===== src/rtl/dmem_arbiter.sv =====
// dmem_arbiter: round-robin CPU/host arbiter for the single-port data memory, with host lock.
// Optional macro DMEM_ARB_BOUNDS_EN: accesses with addr >= DEPTH are suppressed and flagged on err.
module dmem_arbiter #(
  parameter int unsigned DATA_W = 37,
  parameter int unsigned ADDR_W = 8,
  parameter int unsigned DEPTH  = 32,
  localparam int unsigned MA_W  = $clog2(DEPTH)
) (
  input  logic              clk,
  input  logic              rst_n,
  // CPU load/store port
  input  logic              c_req,
  input  logic              c_we,
  input  logic [ADDR_W-1:0] c_addr,
  input  logic [DATA_W-1:0] c_wdata,
  output logic              c_gnt,
  output logic              c_rvalid,
  output logic [DATA_W-1:0] c_rdata,
  // Host loader/debug port
  input  logic              h_req,
  input  logic              h_we,
  input  logic [ADDR_W-1:0] h_addr,
  input  logic [DATA_W-1:0] h_wdata,
  input  logic              h_lock,
  output logic              h_gnt,
  output logic              h_rvalid,
  output logic [DATA_W-1:0] h_rdata,
  // Memory array port
  output logic              m_en,
  output logic              m_we,
  output logic [MA_W-1:0]   m_addr,
  output logic [DATA_W-1:0] m_wdata,
  input  logic [DATA_W-1:0] m_rdata,
  output logic              err
);

  typedef enum logic {StIdle, StHlock} state_e;
  typedef enum logic {OwnCpu = 1'b0, OwnHost = 1'b1} owner_e;

  state_e state_q;
  owner_e last_q;
  owner_e rd_owner_q;
  logic   rd_valid_q;

  logic              c_win, h_win;
  logic              any_gnt;
  logic              sel_we;
  logic [ADDR_W-1:0] sel_addr;
  logic [DATA_W-1:0] sel_wdata;
  logic              oob;
  logic              rd_zero;

  // Arbitration: the lock restricts ownership to the host; otherwise ties go to the
  // requester that was not granted most recently.
  always_comb begin
    c_win = 1'b0;
    h_win = 1'b0;
    unique case (state_q)
      StIdle: begin
        if (c_req && h_req) begin
          if (last_q == OwnHost) begin
            c_win = 1'b1;
          end else begin
            h_win = 1'b1;
          end
        end else begin
          c_win = c_req;
          h_win = h_req;
        end
      end
      StHlock: begin
        h_win = h_req;
      end
      default: begin
        c_win = 1'b0;
        h_win = 1'b0;
      end
    endcase
  end

  assign c_gnt   = c_win & rst_n;
  assign h_gnt   = h_win & rst_n;
  assign any_gnt = c_gnt | h_gnt;

  assign sel_we    = h_win ? h_we    : c_we;
  assign sel_addr  = h_win ? h_addr  : c_addr;
  assign sel_wdata = h_win ? h_wdata : c_wdata;

`ifdef DMEM_ARB_BOUNDS_EN
  localparam logic [ADDR_W:0] DepthLim = (ADDR_W + 1)'(DEPTH);

  logic err_q;
  logic rd_zero_q;

  assign oob = ({1'b0, sel_addr} >= DepthLim);

  // Out-of-range reads still return a (zero) beat so the requester never stalls.
  always_ff @(posedge clk or negedge rst_n) begin
    if (!rst_n) begin
      err_q     <= 1'b0;
      rd_zero_q <= 1'b0;
    end else begin
      err_q     <= any_gnt & oob;
      rd_zero_q <= oob;
    end
  end

  assign err     = err_q;
  assign rd_zero = rd_zero_q;
`else
  logic unused_addr_hi;

  // Upper address bits are dropped so accesses wrap modulo DEPTH.
  assign unused_addr_hi = ^sel_addr[ADDR_W-1:MA_W];
  assign oob            = 1'b0;
  assign err            = 1'b0;
  assign rd_zero        = 1'b0;
`endif

  assign m_en    = any_gnt & ~oob;
  assign m_we    = m_en & sel_we;
  assign m_addr  = any_gnt ? sel_addr[MA_W-1:0] : '0;
  assign m_wdata = any_gnt ? sel_wdata : '0;

  always_ff @(posedge clk or negedge rst_n) begin
    if (!rst_n) begin
      state_q    <= StIdle;
      last_q     <= OwnHost;
      rd_valid_q <= 1'b0;
      rd_owner_q <= OwnCpu;
    end else begin
      if (any_gnt) begin
        last_q <= h_gnt ? OwnHost : OwnCpu;
      end
      rd_valid_q <= any_gnt & ~sel_we;
      rd_owner_q <= h_gnt ? OwnHost : OwnCpu;
      unique case (state_q)
        StIdle: begin
          if (h_gnt && h_lock) begin
            state_q <= StHlock;
          end
        end
        StHlock: begin
          // Leave on an unlocked host grant, or when the host neither requests nor locks.
          if (h_gnt ? !h_lock : (!h_req && !h_lock)) begin
            state_q <= StIdle;
          end
        end
        default: begin
          state_q <= StIdle;
        end
      endcase
    end
  end

  assign c_rvalid = rd_valid_q & (rd_owner_q == OwnCpu);
  assign h_rvalid = rd_valid_q & (rd_owner_q == OwnHost);
  assign c_rdata  = (c_rvalid && !rd_zero) ? m_rdata : '0;
  assign h_rdata  = (h_rvalid && !rd_zero) ? m_rdata : '0;

endmodule


===== config.mk =====
export PLATFORM = sky130hd
export DESIGN_NAME = dmem_arbiter
export DESIGN_NICKNAME = d
export VERILOG_FILES = /design/src/rtl/dmem_arbiter.sv
export SDC_FILE = /design/constraint.sdc
export NUM_CORES = 1
export LEC_CHECK = 0
export BUFFER_PORTS_ARGS = -buffer_cell sky130_fd_sc_hd__buf_2
export CORE_AREA = 2 2 99 101
export CTS_CLUSTER_DIAMETER = 80
export DETAILED_ROUTE_END_ITERATION = 7
export DIE_AREA = 0 0 101 103
export SLEW_MARGIN = 20
export SYNTH_ARGS = -nofsm -noshare
export SYNTH_HDL_FRONTEND = slang
export SYNTH_SLANG_ARGS = --single-unit

===== constraint.sdc =====
create_clock -name clk -period 2.54 [get_ports clk]
set_input_delay 0.127 -clock clk [delete_from_list [all_inputs] [get_ports clk]]
set_output_delay 0.127 -clock clk [all_outputs]
set_load 0.02 [all_outputs]

==> results of run 1 <==
## routing by layer
| layer | GRT usage | wire [um] | vias up |
|---|---|---|---|
| li1 | - | - | 1069 |
| met2 | 0.1959 | 3242 | 150 |
| met5 | 0 | 16 | - |
| met3 | 0.01559 | 628 | 4 |
| met4 | 0.01559 | 19 | 2 |
| met1 | 0.1116 | 2393 | 923 |
## cell usage in the layout (no fill, tap or decap), drive strengths merged
cell type / instances
a21o: 1
a21oi: 1
a22o: 43
and2: 38
and2b: 1
and3: 37
buf: 254
clkbuf: 4
conb: 1
dfrtp: 3
dfstp: 1
dlygate4sd3: 1
inv: 1
nand2: 4
nand3b: 1
nand4: 1
nor2: 1
nor2b: 3
nor3: 1
o21a: 1
o21ai: 2
## report_power, final
part           leakage (nW)  switching (mW)  internal (mW)  total, mW
Combinational          1.73           0.311          0.226      0.537
Clock                0.0228          0.0312          0.107      0.138
Sequential           0.0499          0.0105         0.0771     0.0876
Total                  1.80           0.353          0.410      0.763
## worst reg2reg max path: cells and delay by family, from the launching register on
kind	cells	cell delay [ps]
compound gates	2	320
simple gates	1	210
buf+inv	1	390
flops	1	350
## worst max path at each step
stage               startpoint          end  slack (ps)  cells after the start
floorplan              state_q  m_wdata[27]        1160                      4
global placement       state_q   m_wdata[7]         920                      5
detailed placement     state_q  m_wdata[18]         850                      5
CTS                      rst_n  m_wdata[18]         470                      7
global route             rst_n    m_addr[3]         340                      7
finish                   rst_n  m_wdata[18]         500                      7
## cell type report
cell class / instances / area (um^2) / share of cell area
timing repair buffer: 255 / 1294 / 0.5059
tap: 114 / 142.6 / 0.05577
multi-input combinational: 136 / 970.9 / 0.3796
clock buffer: 4 / 45.04 / 0.01761
inverter: 1 / 3.754 / 0.001468
sequential: 4 / 101.3 / 0.03963
## metrics by stage
stage,cell area [um^2],utilization
4_1_cts,2557,0.2704
2_1_floorplan,1222,-
5_1_grt,2557,0.2704
3_3_place_gp,2502,0.2646
6_report,2557,0.2704
3_5_place_dp,2502,0.2646
## sequential cells by signal, summed over array words and instances (netlist names)
name,flops
last_q,1
rd_owner_q,1
state_q,1
rd_valid_q,1
## logic make-up after synthesis
| group | Yosys count |
|---|---|
| flops | 4 |
| other cells | 1 |
| compound gates | 48 |
| simple gates | 87 |
| buf+inv | 22 |
## what timing repair did
action / CTS / global route
setup buffers: 0 / 0
hold buffers: 1 / 0
endpoints found under the hold margin: 4 / 0
==> reports/results.tsv, run 1 <==
metric	value	unit
status	completed	
sequential fraction of the synthesis area	0.08291	
minimum clock period	2042	ps
Syn Nets	296	
dpl hpwl	5465	um
IO Count	257	
Buf+Inv Stages, Crit Path	4	
cell family with most CP delay	buffers and inverters	
Synth warnings	0	
Post-Layout Cell Count	514	
DRT iter0 DRCs	46	
largest family of logic cells by synthesized area	simple AND/OR/NAND/NOR gates	
WS Path Type	input port to primary output	
area delta synth->final	109.2	%
Total Routing Usage GR	0.09846	
Clock transition at path regs	30	ps
# fillers	1008	
Slew Viols, Final	0	
leading area contributor after synthesis	a22o_1	
CP Data Required Time	2410	ps
Post-Syn Area	1222	um^2
reg-to-reg slack, setup	1220	ps
Starting Density	0.1292	
multiplexer share of the synthesized area	0	
vias in the first global route	1675	
hold path depth	3	
# nets final	535	
CP max FO	44	
CTS root buf	clkbuf_8	
final wirelength	6300	um
Die X	101	um
worst skew pair latency	210	ps
vias per cell	4.179	
Final ANT Viol Nets	0	
worst setup margin	498.1	ps
slowest CP cell	dlygate4sd3_1	
Worst R2R Path Depth	4	
largest net degree at the start of global routing	47	
Seq cells post-synth	4	
Site Rows	36	
RSZ-0062 raised after global routing	false	
dpl ws	854.2	ps
Post-Synth Adder-Cell Area	0	
setup_tns	0	ps
Core Area	9459	um^2
power consumption	0.7627	mW
Post-route DRC	0	
CTS sink cnt	4	
syn avg cell area	7.546	um^2
Post-Synth Simple-Gate Area	0.4493	
# setup viols final	0	
reg-to-reg startpoint	state_q	
async set or reset register ratio after synthesis	1.000	
CP startpoint kind	input port	
Synth top cells by count	a22o_1 (43), and2_1 (38), and3_1 (37)	
IO buf count	249	
Hold Crit Endpoint	state_q	
Hold Path Class	input port to flip-flop	
final hold violations	0	
cells along the critical path	dlygate4sd3_1 -> buf_2 -> nand3b_2 -> nor2_4 -> buf_4 -> a22o_1 -> buf_2	
Die Ht	103	um
TritonRoute pass-1 iters	4	
max cap viols	0	
Max rail drop VDD	107.1	uV
global-route wire length before repair	8155	um
WP data arrival	1910	ps
Fin Clk Skew	3.853	ps
Resized Gates After CTS	0	
share of layout cells above drive strength 1	0.6575	
H-tree depth	1	
initial antenna violation count	1	
Synth Flop Type	dfrtp_1	
Area contributors post-synth	a22o_1 (31%), and2_1 (19%), and3_1 (19%)	
Compound-Gate Fraction of Synth Area	0.3419	
die area	10400	um^2
Leakage	1.802	nW
Post-Place Cells	509	
worst hold slack	166.7	ps
n_diodes	0	
cts bufs inserted	3	
crit path capture type	primary output	
HP Start	h_lock	
final period utilization	0.8039	
FMAX	489.7	MHz
CTS tree	done	
xor/xnor share of the synthesized area	0	
GRT overflow	0	
Final GP Congestion	0.7743	
Crit Reg-Reg Endpoint	rd_valid_q	
pwr dens	298.2	nW/um^2
routed len/inst	12.26	um
share of the synthesized area in the top cell type	0.3081	
Critical Path Max Stage Delay	520	ps
Worst path most repeated cell	buf_2	
Clock Path Buffers	2	
Yosys cell types	23	
Via Count	2148	
number of flops mapped to enable cells by yosys	0	
Post-Synthesis Cells	162	
most frequent cell after synthesis	a22o_1	
Note: power is estimated with default switching activity, not from simulation.
==> run 2, diff against run 1 <==
--- a/config.mk
+++ b/config.mk
@@ -6,10 +6,10 @@
 export NUM_CORES = 1
 export LEC_CHECK = 0
 export BUFFER_PORTS_ARGS = -buffer_cell sky130_fd_sc_hd__buf_2
-export CORE_AREA = 2 2 99 101
+export CORE_AREA = 2 2 101 103
 export CTS_CLUSTER_DIAMETER = 80
 export DETAILED_ROUTE_END_ITERATION = 7
-export DIE_AREA = 0 0 101 103
+export DIE_AREA = 0 0 103 105
 export SLEW_MARGIN = 20
 export SYNTH_ARGS = -nofsm -noshare
 export SYNTH_HDL_FRONTEND = slang
==> constraint.sdc (replaced) <==
create_clock -name clk -period 1.7 [get_ports clk]
set_input_delay 0.085 -clock clk [delete_from_list [all_inputs] [get_ports clk]]
set_output_delay 0.085 -clock clk [all_outputs]
set_load 0.02 [all_outputs]
==> reports/results.tsv, run 2 (synthesized netlist as in run 1, its figures left out) <==
metric	value	unit
status	completed	
WP data arrival	1610	ps
crit path capture type	primary output	
IO Count	257	
Int Pwr	0.7596	mW
slowest CP cell	dfstp_2	
Final GP Congestion	0.8074	
cell family with most CP delay	buffers and inverters	
Total Routing Usage GR	0.1077	
Net Sw Power	0.5952	mW
routed len/inst	14.40	um
CTS root buf	clkbuf_8	
Site Rows	36	
Reg area	101.3	um^2
Core Area	9639	um^2
Clock Path Buffers	2	
pwr dens	455.3	nW/um^2
worst skew pair latency	210	ps
# nets final	547	
Hold Path Class	input port to flip-flop	
Slew Viols, Final	0	
TritonRoute pass-1 iters	4	
CP max FO	11	
Clock Power Share	0.154	
Critical Path Max Stage Delay	550	ps
Post-Layout Cell Count	546	
minimum clock period	1690	ps
Placement Cell Area	2554	um^2
vias in the first global route	1902	
switching share of power	0.4394	
worst hold slack	156.3	ps
vias per cell	4.108	
largest net degree at the start of global routing	45	
cell area after layout	2975	um^2
part of the power in combinational logic	0.752	
commonest non-fill, non-tap cell in the layout	buf_2	
share of layout cells above drive strength 1	0.6699	
area delta synth->final	143.4	%
FMAX	591.6	MHz
global-route wire length before repair	9259	um
Max rail drop VDD	193.5	uV
final period utilization	0.9943	
cts bufs inserted	3	
Leakage	1.942	nW
dpl hpwl	5949	um
IO buf count	249	
Post-Place Cells	528	
die area	10820	um^2
Seq pwr share	0.094	
most frequent cells in the layout	buf_2 (223), a22o_1 (43), and2_1 (38)	
WS Path Type	flip-flop to primary output	
setup_tns	0	ps
initial antenna violation count	1	
final wirelength	7863	um
Clock transition at path regs	30	ps
cells along the critical path	buf_4 -> a21oi_4 -> buf_12 -> clkbuf_16 -> a22o_1 -> buf_6	
Die X	103	um
# fillers	1029	
Fin Clk Skew	3.227	ps
GRT overflow	0	
Buf+Inv Stages, Crit Path	4	
Post-route DRC	0	
CTS sink cnt	4	
max cap viols	0	
CTS tree	done	
area of the multi-input gates	982.2	um^2
Die Ht	105	um
RSZ-0062 raised after global routing	true	
DRT iter0 DRCs	101	
CP startpoint kind	flip-flop	
final hold violations	0	
Starting Density	0.1268	
CP Data Required Time	1620	ps
H-tree depth	1	
# setup viols final	0	
Final ANT Viol Nets	0	
Util after Layout	0.3087	
Via Count	2243	
## run 2: changes by cell type in the layout (fill, tap and decap cells not counted), moves of 3 or more
cell | previous run | this run
buf_12 | 0 | 4
buf_2 | 249 | 223
buf_4 | 5 | 8
buf_6 | 0 | 26
clkbuf_16 | 0 | 4
## run 2: per-stage QoR
step           worst slack [ps]  power (mW)
2_1_floorplan             365.5      0.6255
3_3_place_gp              274.7      0.9654
3_5_place_dp              245.5      0.9747
4_1_cts                   11.72       1.189
5_1_grt                  -47.66       1.443
6_report                  9.700       1.355
## run 2: layout make-up
cell class,count,share of cell area
Tap cell,133,0.05593
Sequential cell,4,0.03406
Clock buffer,4,0.01514
Antenna cell,1,0.0008410
Multi-Input combinational cell,136,0.3301
Inverter,1,0.001262
Timing Repair Buffer,267,0.5627
## run 2: power groups by stage
stage          Clock, mW  Sequential (mW)  Combinational, mW
3_3_place_gp           0            0.132              0.833
5_1_grt            0.224            0.128               1.09
2_1_floorplan          0            0.130              0.496
6_report           0.209            0.127               1.02
4_1_cts            0.213            0.133              0.844
3_5_place_dp           0            0.133              0.841
## run 2: metal layers
metal | track usage | vias up | wire [um]
li1 | - | 1099 | -
met1 | 0.1101 | 978 | 2657
met2 | 0.2245 | 162 | 4459
met3 | 0.01003 | 4 | 674
met4 | 0.02256 | 0 | 72
met5 | 0 | - | 0
## run 2: worst paths after layout
| kind | slack (ps) | end | from | depth (start not counted) |
|---|---|---|---|---|
| setup / recovery | 10 | m_wdata[4] | last_q | 6 |
| hold / removal | 160 | state_q | h_lock | 3 |
| setup reg to reg | 540 | rd_valid_q | last_q | 4 |
| hold reg to reg | 500 | last_q | last_q | 2 |
| max in group asynchronous | 1120 | last_q | rst_n | 2 |
| min in group asynchronous | 340 | rd_owner_q | rst_n | 2 |
## run 2: timing repair
action | CTS | global route
endpoints found under the hold margin | 4 | 0
setup endpoints to repair | 0 | 42
hold buffers | 1 | 0
gates resized for setup | 0 | 60
buffers inserted | 0 | 5
## run 2: worst min-delay path: cells and delay by family
family / cells / cell delay [ps]
buf+inv: 1 / 80
simple gates: 1 / 80
compound gates: 1 / 80
==> run 3, diff against run 2 <==
--- a/config.mk
+++ b/config.mk
@@ -10,6 +10,7 @@
 export CTS_CLUSTER_DIAMETER = 80
 export DETAILED_ROUTE_END_ITERATION = 7
 export DIE_AREA = 0 0 103 105
+export PLACE_DENSITY = 0.57
 export SLEW_MARGIN = 20
 export SYNTH_ARGS = -nofsm -noshare
 export SYNTH_HDL_FRONTEND = slang
==> reports/results.tsv, run 3 (synthesized netlist as in run 1, its figures left out) <==
metric	value	unit
status	completed	
RSZ-0062 raised after global routing	true	
worst setup margin	14.08	ps
worst hold slack	139.2	ps
Starting Density	0.1268	
cells along the critical path	nor2b_2 -> nor2_4 -> buf_12 -> clkbuf_16 -> a22o_1 -> buf_6	
max cap viols	0	
CP Data Required Time	1620	ps
Clock Path Buffers	2	
Clock transition at path regs	30	ps
FMAX	593.1	MHz
Post-route DRC	0	
Via Count	2266	
Critical Path Max Stage Delay	550	ps
Die X	103	um
Die Ht	105	um
Worst R2R Path Depth	4	
cts bufs inserted	3	
IO buf count	249	
dpl ws	236.9	ps
# setup viols final	0	
# nets final	545	
Core Area	9639	um^2
pwr dens	457.7	nW/um^2
CP max FO	6	
TritonRoute pass-1 iters	4	
share of layout cells above drive strength 1	0.6683	
Final GP Congestion	0.8568	
worst skew pair latency	210	ps
Slew Viols, Final	0	
n_diodes	0	
commonest non-fill, non-tap cell in the layout	buf_2	
slowest CP cell	dfstp_2	
vias per cell	4.173	
IO Count	257	
power consumption	1.345	mW
Util after Layout	0.3048	
Leakage	1.922	nW
Max rail drop VDD	282.4	uV
cell area after layout	2938	um^2
global-route wire length before repair	9328	um
die area	10820	um^2
minimum clock period	1686	ps
H-tree depth	1	
Crit Reg-Reg Endpoint	rd_valid_q	
Fin Clk Skew	1.627	ps
GRT overflow	0	
area delta synth->final	140.3	%
final hold violations	0	
most frequent cells in the layout	buf_2 (214), a22o_1 (43), and2_1 (38)	
Site Rows	36	
hold path depth	3	
largest net degree at the start of global routing	45	
initial antenna violation count	0	
Hold Crit Endpoint	state_q	
WS Path Type	flip-flop to primary output	
Placement Cell Area	2561	um^2
final wirelength	7688	um
Buf+Inv Stages, Crit Path	3	
final period utilization	0.9917	
Hold Path Class	input port to flip-flop	
reg-to-reg slack, setup	470	ps
CTS root buf	clkbuf_8	
reg-to-reg startpoint	last_q	
DRT iter0 DRCs	78	
Critical Path Start	last_q	
crit path capture type	primary output	
HP Start	h_lock	
CTS tree	done	
CP startpoint kind	flip-flop	
Final ANT Viol Nets	0	
WP data arrival	1600	ps
cell family with most CP delay	flip-flops	
CTS sink cnt	4	
vias in the first global route	1837	
Total Routing Usage GR	0.1090	
routed len/inst	14.16	um
## run 3: cell count changes in the layout (fill, tap and decap cells not counted)
cell	delta
buf_12	-1
buf_2	-9
buf_4	+15
buf_6	-8
clkbuf_4	+1
diode_2	-1
## run 3: tightest hold or removal path, stage by stage
cell and delay [ps]:
buf_2 80, o21ai_0 80, nand2_1 70
## run 3: where the power goes
| part | switching (mW) | total, mW | internal (mW) |
|---|---|---|---|
| Clock | 0.0482 | 0.208 | 0.160 |
| Combinational | 0.535 | 1.01 | 0.475 |
| Sequential | 0.0116 | 0.127 | 0.115 |
## run 3: cell type report
class                      instances  area, um^2
tap                              133       166.4
fill                            1071        6701
clock buffer                       4       45.04
multi-input combinational        136       982.2
sequential                         4       101.3
timing repair buffer             265        1639
inverter                           1       3.754
## run 3: timing repair
action	4_1_cts	5_1_grt
endpoints found under the setup margin	0	34
setup buffers	0	2
hold buffers	1	0
gates resized for setup	0	59
hold endpoints to repair	4	0
## run 3: through the flow
step	instances	TNS (ps)
floorplan	162	0
global placement	529	0
detailed placement	529	0
CTS	534	0
global route	543	-408.1
finish	543	0
## run 3: how the worst max path moves through the flow
stage	end	cells past startpoint
floorplan	m_wdata[27]	4
global route	m_wdata[1]	6
CTS	m_wdata[30]	5
finish	m_wdata[19]	6
detailed placement	m_wdata[30]	5
global placement	m_wdata[28]	5
## run 3: layer usage
layer | share of wire | vias up | GRT usage | routed length [um]
met1 | 0.36 | 1012 | 0.1207 | 2758
met2 | 0.54 | 156 | 0.2138 | 4169
met3 | 0.093 | 4 | 0.01806 | 716
met4 | 0.0057 | 0 | 0.01692 | 44
met5 | 0 | - | 0 | 0
li1 | - | 1094 | - | -
